## src/rtl/txq_pkg.sv

```systemverilog
// Shared definitions for the transmit queue: destination codes and full-flag bit positions.
// Latency: none (constants and a pure helper function only).
// Backpressure: n/a; direction codes match the receive-side cycler so both halves agree.
package txq_pkg;

  // Destination select codes carried on s; 11 names no direction and is always discarded.
  typedef enum logic [1:0] {
    DIR_LEFT  = 2'b00,
    DIR_SELF  = 2'b01,
    DIR_RIGHT = 2'b10,
    DIR_NONE  = 2'b11
  } dir_e;

  // Bit positions inside the 3-bit full vector {right, self, left}.
  localparam int FULL_IDX_LEFT  = 0;
  localparam int FULL_IDX_SELF  = 1;
  localparam int FULL_IDX_RIGHT = 2;

  // True when the select names a real outgoing direction.
  function automatic logic dir_is_valid(input logic [1:0] d);
    return d != DIR_NONE;
  endfunction

endpackage

```

## src/rtl/txq_fifo.sv

```systemverilog
// Single-direction word FIFO with a combinational head and valid/ready pop.
// Latency: a push at edge N is visible on head/valid right after edge N when the FIFO was empty.
// Backpressure: full is a start-of-cycle flag; pushes while full are ignored, pops need valid.
module txq_fifo #(
  parameter int width = 32,
  parameter int depth = 4
) (
  input  logic             clk,
  input  logic             reset,
  input  logic             push,
  input  logic [width-1:0] push_data,
  input  logic             pop,
  output logic [width-1:0] head,
  output logic             valid,
  output logic             full
);

  // Pointer width follows depth; depth is a power of two so pointers wrap naturally.
  localparam int ptr_w = $clog2(depth);
  localparam logic [ptr_w:0] depth_cnt = (ptr_w + 1)'(depth);

  logic [width-1:0] mem [depth];
  logic [ptr_w-1:0] wr_ptr;
  logic [ptr_w-1:0] rd_ptr;
  logic [ptr_w:0]   count;
  logic             push_ok;
  logic             pop_ok;

  // Status is derived from the registered count, so it reflects the start of the cycle.
  assign valid   = (count != '0);
  assign full    = (count == depth_cnt);
  assign push_ok = push && !full;
  assign pop_ok  = pop && valid;

  // Head is read straight from storage and forced to zero when nothing is buffered.
  assign head = valid ? mem[rd_ptr] : '0;

  // Storage write at the tail; reset only needs to clear the bookkeeping, not the data.
  always_ff @(posedge clk) begin
    if (!reset && push_ok) begin
      mem[wr_ptr] <= push_data;
    end
  end

  // Pointer and occupancy bookkeeping; a simultaneous push and pop leaves count unchanged.
  always_ff @(posedge clk) begin
    if (reset) begin
      wr_ptr <= '0;
      rd_ptr <= '0;
      count  <= '0;
    end else begin
      if (push_ok) wr_ptr <= wr_ptr + ptr_w'(1);
      if (pop_ok)  rd_ptr <= rd_ptr + ptr_w'(1);
      case ({push_ok, pop_ok})
        2'b10:   count <= count + (ptr_w + 1)'(1);
        2'b01:   count <= count - (ptr_w + 1)'(1);
        default: count <= count;
      endcase
    end
  end

endmodule

```

## src/rtl/transmitter_queue.sv

```systemverilog
// Routes controller words into left/self/right FIFOs, each draining on its own valid/ready link.
// Latency: an accepted word appears on its link the cycle after the write edge when that FIFO is empty.
// Backpressure: writes to a full FIFO or to select 11 are discarded with a registered drop pulse;
// the saturating drop_count is built only when TXQ_DROP_COUNT_EN is defined, otherwise it reads 0.
module transmitter_queue
  import txq_pkg::*;
#(
  parameter int width = 32,
  parameter int depth = 4
) (
  input  logic             clk,
  input  logic             reset,
  input  logic [width-1:0] in_sig,
  input  logic             wr_en,
  input  logic [1:0]       s,
  output logic [2:0]       full,
  output logic             drop,
  output logic [7:0]       drop_count,
  output logic [width-1:0] out_sig_left,
  output logic [width-1:0] out_sig_self,
  output logic [width-1:0] out_sig_right,
  output logic             out_valid_left,
  output logic             out_valid_self,
  output logic             out_valid_right,
  input  logic             out_ready_left,
  input  logic             out_ready_self,
  input  logic             out_ready_right
);

  logic dest_full;
  logic wr_accept;
  logic wr_discard;
  logic push_left_vld;
  logic push_self_vld;
  logic push_right_vld;

  // Full flag of the selected destination; the invalid code has no FIFO behind it.
  always_comb begin
    dest_full = 1'b0;
    case (s)
      DIR_LEFT:  dest_full = full[FULL_IDX_LEFT];
      DIR_SELF:  dest_full = full[FULL_IDX_SELF];
      DIR_RIGHT: dest_full = full[FULL_IDX_RIGHT];
      default:   dest_full = 1'b0;
    endcase
  end

  // Acceptance uses start-of-cycle full, so a same-cycle pop does not rescue a write to a full FIFO.
  assign wr_accept  = wr_en && dir_is_valid(s) && !dest_full;
  assign wr_discard = wr_en && !wr_accept;

  // One-hot push strobes for the three direction FIFOs.
  always_comb begin
    push_left_vld  = 1'b0;
    push_self_vld  = 1'b0;
    push_right_vld = 1'b0;
    if (wr_accept) begin
      case (s)
        DIR_LEFT:  push_left_vld  = 1'b1;
        DIR_SELF:  push_self_vld  = 1'b1;
        DIR_RIGHT: push_right_vld = 1'b1;
        default:   ;
      endcase
    end
  end

  txq_fifo #(.width(width), .depth(depth)) u_fifo_left (
    .clk       (clk),
    .reset     (reset),
    .push      (push_left_vld),
    .push_data (in_sig),
    .pop       (out_ready_left),
    .head      (out_sig_left),
    .valid     (out_valid_left),
    .full      (full[FULL_IDX_LEFT])
  );

  txq_fifo #(.width(width), .depth(depth)) u_fifo_self (
    .clk       (clk),
    .reset     (reset),
    .push      (push_self_vld),
    .push_data (in_sig),
    .pop       (out_ready_self),
    .head      (out_sig_self),
    .valid     (out_valid_self),
    .full      (full[FULL_IDX_SELF])
  );

  txq_fifo #(.width(width), .depth(depth)) u_fifo_right (
    .clk       (clk),
    .reset     (reset),
    .push      (push_right_vld),
    .push_data (in_sig),
    .pop       (out_ready_right),
    .head      (out_sig_right),
    .valid     (out_valid_right),
    .full      (full[FULL_IDX_RIGHT])
  );

  // Drop pulse lasts exactly the cycle after a discarded write.
  always_ff @(posedge clk) begin
    if (reset) begin
      drop <= 1'b0;
    end else begin
      drop <= wr_discard;
    end
  end

`ifdef TXQ_DROP_COUNT_EN
  logic [7:0] drop_cnt_q;

  // Saturating discard counter, stepping on the same edge that raises drop.
  always_ff @(posedge clk) begin
    if (reset) begin
      drop_cnt_q <= 8'h00;
    end else if (wr_discard && (drop_cnt_q != 8'hFF)) begin
      drop_cnt_q <= drop_cnt_q + 8'h01;
    end
  end

  assign drop_count = drop_cnt_q;
`else
  assign drop_count = 8'h00;
`endif

endmodule

```

## config.mk

```make
export PLATFORM = sky130hd
export DESIGN_NAME = transmitter_queue
export DESIGN_NICKNAME = d
export VERILOG_FILES = /design/src/rtl/txq_pkg.sv /design/src/rtl/txq_fifo.sv /design/src/rtl/transmitter_queue.sv
export SDC_FILE = /design/constraint.sdc
export NUM_CORES = 1
export LEC_CHECK = 0
export BUFFER_PORTS_ARGS = -buffer_cell sky130_fd_sc_hd__buf_2
export CAP_MARGIN = 20
export CORE_ASPECT_RATIO = 0.8
export CORE_UTILIZATION = 30
export DETAILED_ROUTE_END_ITERATION = 10
export PLACE_DENSITY = 0.5
export SETUP_SLACK_MARGIN = 0.2
export SYNTH_ARGS = -nofsm -noshare
export SYNTH_HDL_FRONTEND = slang
export SYNTH_SLANG_ARGS = --single-unit
```

## constraint.sdc

```tcl
create_clock -name clk -period 2.95 [get_ports clk]
set_input_delay 0.295 -clock clk [delete_from_list [all_inputs] [get_ports clk]]
set_output_delay 0.295 -clock clk [all_outputs]
set_load 0.05 [all_outputs]
```

==> summary.txt <==
Critical path
  – Worst path arrival time: 2.37 ns
  – CP max stage cell: dfxtp_2
  – Buf/Inv on CP: 2
  – Worst EP required: 2.65 ns
  – Worst Path Max Fanout: 16
  – Critical-path cell list: buf_4 -> mux4_2 -> nor2b_1 -> buf_2
  – Top delay family on crit path: flip-flops
  – Crit path launch type: flip-flop
  – WS Path Type: reg2out
  – Slowest Stage Delay on Critical Path: 0.70 ns
  – Worst Setup End Kind: output pin

STA
  – Worst slew pin tran: 0.613 ns
  – Setup violators final: 0
  – Slew Limit Headroom: 59.2%
  – Crit path time final: 2.66 ns
  – Fin worst setup slack: 0.288 ns
  – Max Freq: 376 MHz
  – RSZ-0062 raised after global routing: false
  – Tcrit/Tclk final: 90.2%
  – TNS Setup: 0 ns
  – Final Skew: 0.0256 ns
  – Slew Viols, Final: 0
  – Final hold violations: 0

Clocking
  – Clock Path Buffers: 3
  – CTS HTree Levels: 2
  – Post-CTS Hold Buffers: 0
  – Clock Sinks: 412
  – Resize count post-CTS: 1
  – TritonCTS clock tree: done
  – Postcts setup bufs: 0
  – Clk Latency, worst-skew pair: 0.55 ns
  – Clock slew at reported path FFs: 0.06 ns
  – CTS Buf Count: 41
  – Root buf cell: clkbuf_16

Placed design
  – Setup WS pre-CTS: 0.642 ns
  – Placer Congestion: 0.682
  – Final HPWL DP: 23200 um
  – Buffers on Ports: 142

GRT
  – Global-route wire length before repair: 55500 um
  – Vias in the first global route: 8201
  – Pin count of the biggest net entering global routing: 36
  – Grt total ovfl: 0
  – GRT Total Usage: 14.0%
  – Initial antenna violation count: 1

Power
  – Total power: 0.0172 W
  – Maximum vdd ir drop: 0.472 mV
  – Leakage: 6.33 nW
  – PwrDens: 897 nW/um^2

Logic synthesis
  – Sequential fraction of the synthesis area: 75.0%
  – Avg Cell Area, Syn: 20.4 um^2
  – Netlist cell types: 33
  – Largest cells by area after synthesis: edfxtp_1 72%, mux4_2 13%, nor2b_1 3.7%
  – Syn Inst Count: 789
  – Synthesized cell area: 16100 um^2
  – Yosys warns: 0
  – Share of the synthesized area in the top cell type: 71.5%
  – Cell taking the most area after synthesis: edfxtp_1
  – Seq cells post-synth: 412

Routing
  – DRT Pass-1 Iters: 10
  – Via count: 7783
  – Drt initial violations: 581
  – WL/cell: 22.5 um
  – Final ANT Viol Nets: 0
  – DRC Markers: 6
  – WL final: 37900 um
  – Vias per cell: 4.62

Cells and area
  – Antenna cell count: 0
  – Fill count: 4965
  – Most common cell after layout, fill and taps aside: edfxtp_1
  – Final Core Density: 36.3%
  – # nets final: 1021
  – Area added between synthesis and finish: 18.6%
  – Most frequent cells in the layout: 384 x edfxtp_1, 142 x buf_2, 96 x mux4_2, 96 x nor2b_1, 44 x clkbuf_16
  – Fraction of layout cells with a size suffix above 1: 34.8%

Run status
  – Failing checks: design-rule violations
  – Status: finished with violations

Run
  – Max-cap violations: 0

Floorplanning
  – Die height: 209 um
  – Core ar.: 52700 um^2
  – Row cnt: 75
  – Die width: 261 um
  – IO Pins: 151
  – Initial Util: 30.6%
  – Die Area: 54700 um^2

Worst hold path
  – HP Class: in2reg
tightest hold or removal path, stage by stage:
cell      delay, ns
buf_2          0.13
o311ai_0       0.09
nor3_1         0.06
state kept, by name, indices dropped and copies added, names as in the netlist, named ones only:
signal / cells
u_fifo_left.wr_ptr: 2
u_fifo_right.mem: 128
u_fifo_left.count: 3
u_fifo_self.rd_ptr: 2
u_fifo_right.rd_ptr: 2
u_fifo_right.count: 3
u_fifo_left.rd_ptr: 2
u_fifo_left.mem: 128
u_fifo_right.wr_ptr: 2
u_fifo_self.mem: 128
drop: 1
u_fifo_self.wr_ptr: 2
u_fifo_self.count: 3
metrics by stage:
step                      instance area [um^2]  hold slack (ns)  std cells
after detailed placement                 17800            0.475       1613
after global routing                     19100           0.0706       1685
after floorplan                          16100            0.394        796
after CTS                                19100           0.0454       1685
final                                    19100           0.0751       1685
after global placement                   17800            0.467       1613
area by class of cell:
| cell class | instances | area, um^2 | share of cell area, % |
|---|---|---|---|
| sequential | 412 | 12100 | 63.3 |
| timing repair buffer | 168 | 1040 | 5.46 |
| clock buffer | 58 | 1160 | 6.09 |
| inverter | 25 | 93.8 | 0.491 |
| clock inverter | 14 | 143 | 0.746 |
| multi-input combinational | 315 | 3710 | 19.4 |
| tap | 693 | 867 | 4.54 |
per-layer routing:
metal | part of all wire, % | vias to the layer above | track usage (%)
li1 | - | 3437 | -
met1 | 46 | 4114 | 19.8
met2 | 48 | 188 | 22.4
met3 | 4.4 | 42 | 2.67
met4 | 1.5 | 2 | 3.07
met5 | 0.034 | - | 0
kinds of logic after synthesis:
family                   count (synthesis)  share of synthesized area [%]
flip-flops                             412                           75.0
AND/OR/NAND/NOR                        158                           6.13
multiplexers                           100                           13.7
buffers and inverters                   69                           2.37
AO/OA/AOI/OAI                           22                          0.768
adder cells (fa/ha/maj)                 18                           1.54
XOR/XNOR                                 9                          0.489
other                                    1                         0.0233
synth_stat cells:
master    number
and3_1         4
buf_6          9
conb_1         1
a21oi_1       10
mux4_2        96
nor3b_2        3
edfxtp_1     384
or3_1          7
nor2_1        20
nand3b_2       1
ha_1          15
inv_1         25
nor2b_1       96
nor3_2         4
buf_2         12
nand2b_1       4
o31ai_1        4
nor4b_4        1
fa_1           3
nor4_1         1
nand2_1        4
buf_4         11
dfxtp_1       28
and2_1         8
xor2_1         9
or4b_1         1
o311ai_0       1
clkbuf_1      12
o21ai_0        7
nor3_1         2
mux2_1         2
nor3b_1        2
mux2i_1        2
final timing paths:
| check | slack [ns] | end | start | depth (start not counted) |
|---|---|---|---|---|
| min reg2reg | 0.48 | flip-flop | u_fifo_left.rd_ptr[1] | 2 |
| max reg2reg | 0.66 | u_fifo_self.count[2] | u_fifo_self.count[2] | 9 |
| min | 0.08 | drop | wr_en | 3 |
| max | 0.29 | out_sig_self[3] | flip-flop | 4 |
power by group:
| part | internal (W) | leakage [nW] | switching, W |
|---|---|---|---|
| clock | 0.00301 | 0.639 | 0.00214 |
| sequential | 0.00650 | 3.69 | 0.000126 |
| combinational | 0.00150 | 2.00 | 0.00387 |
Power figures use the tool's default switching activity.
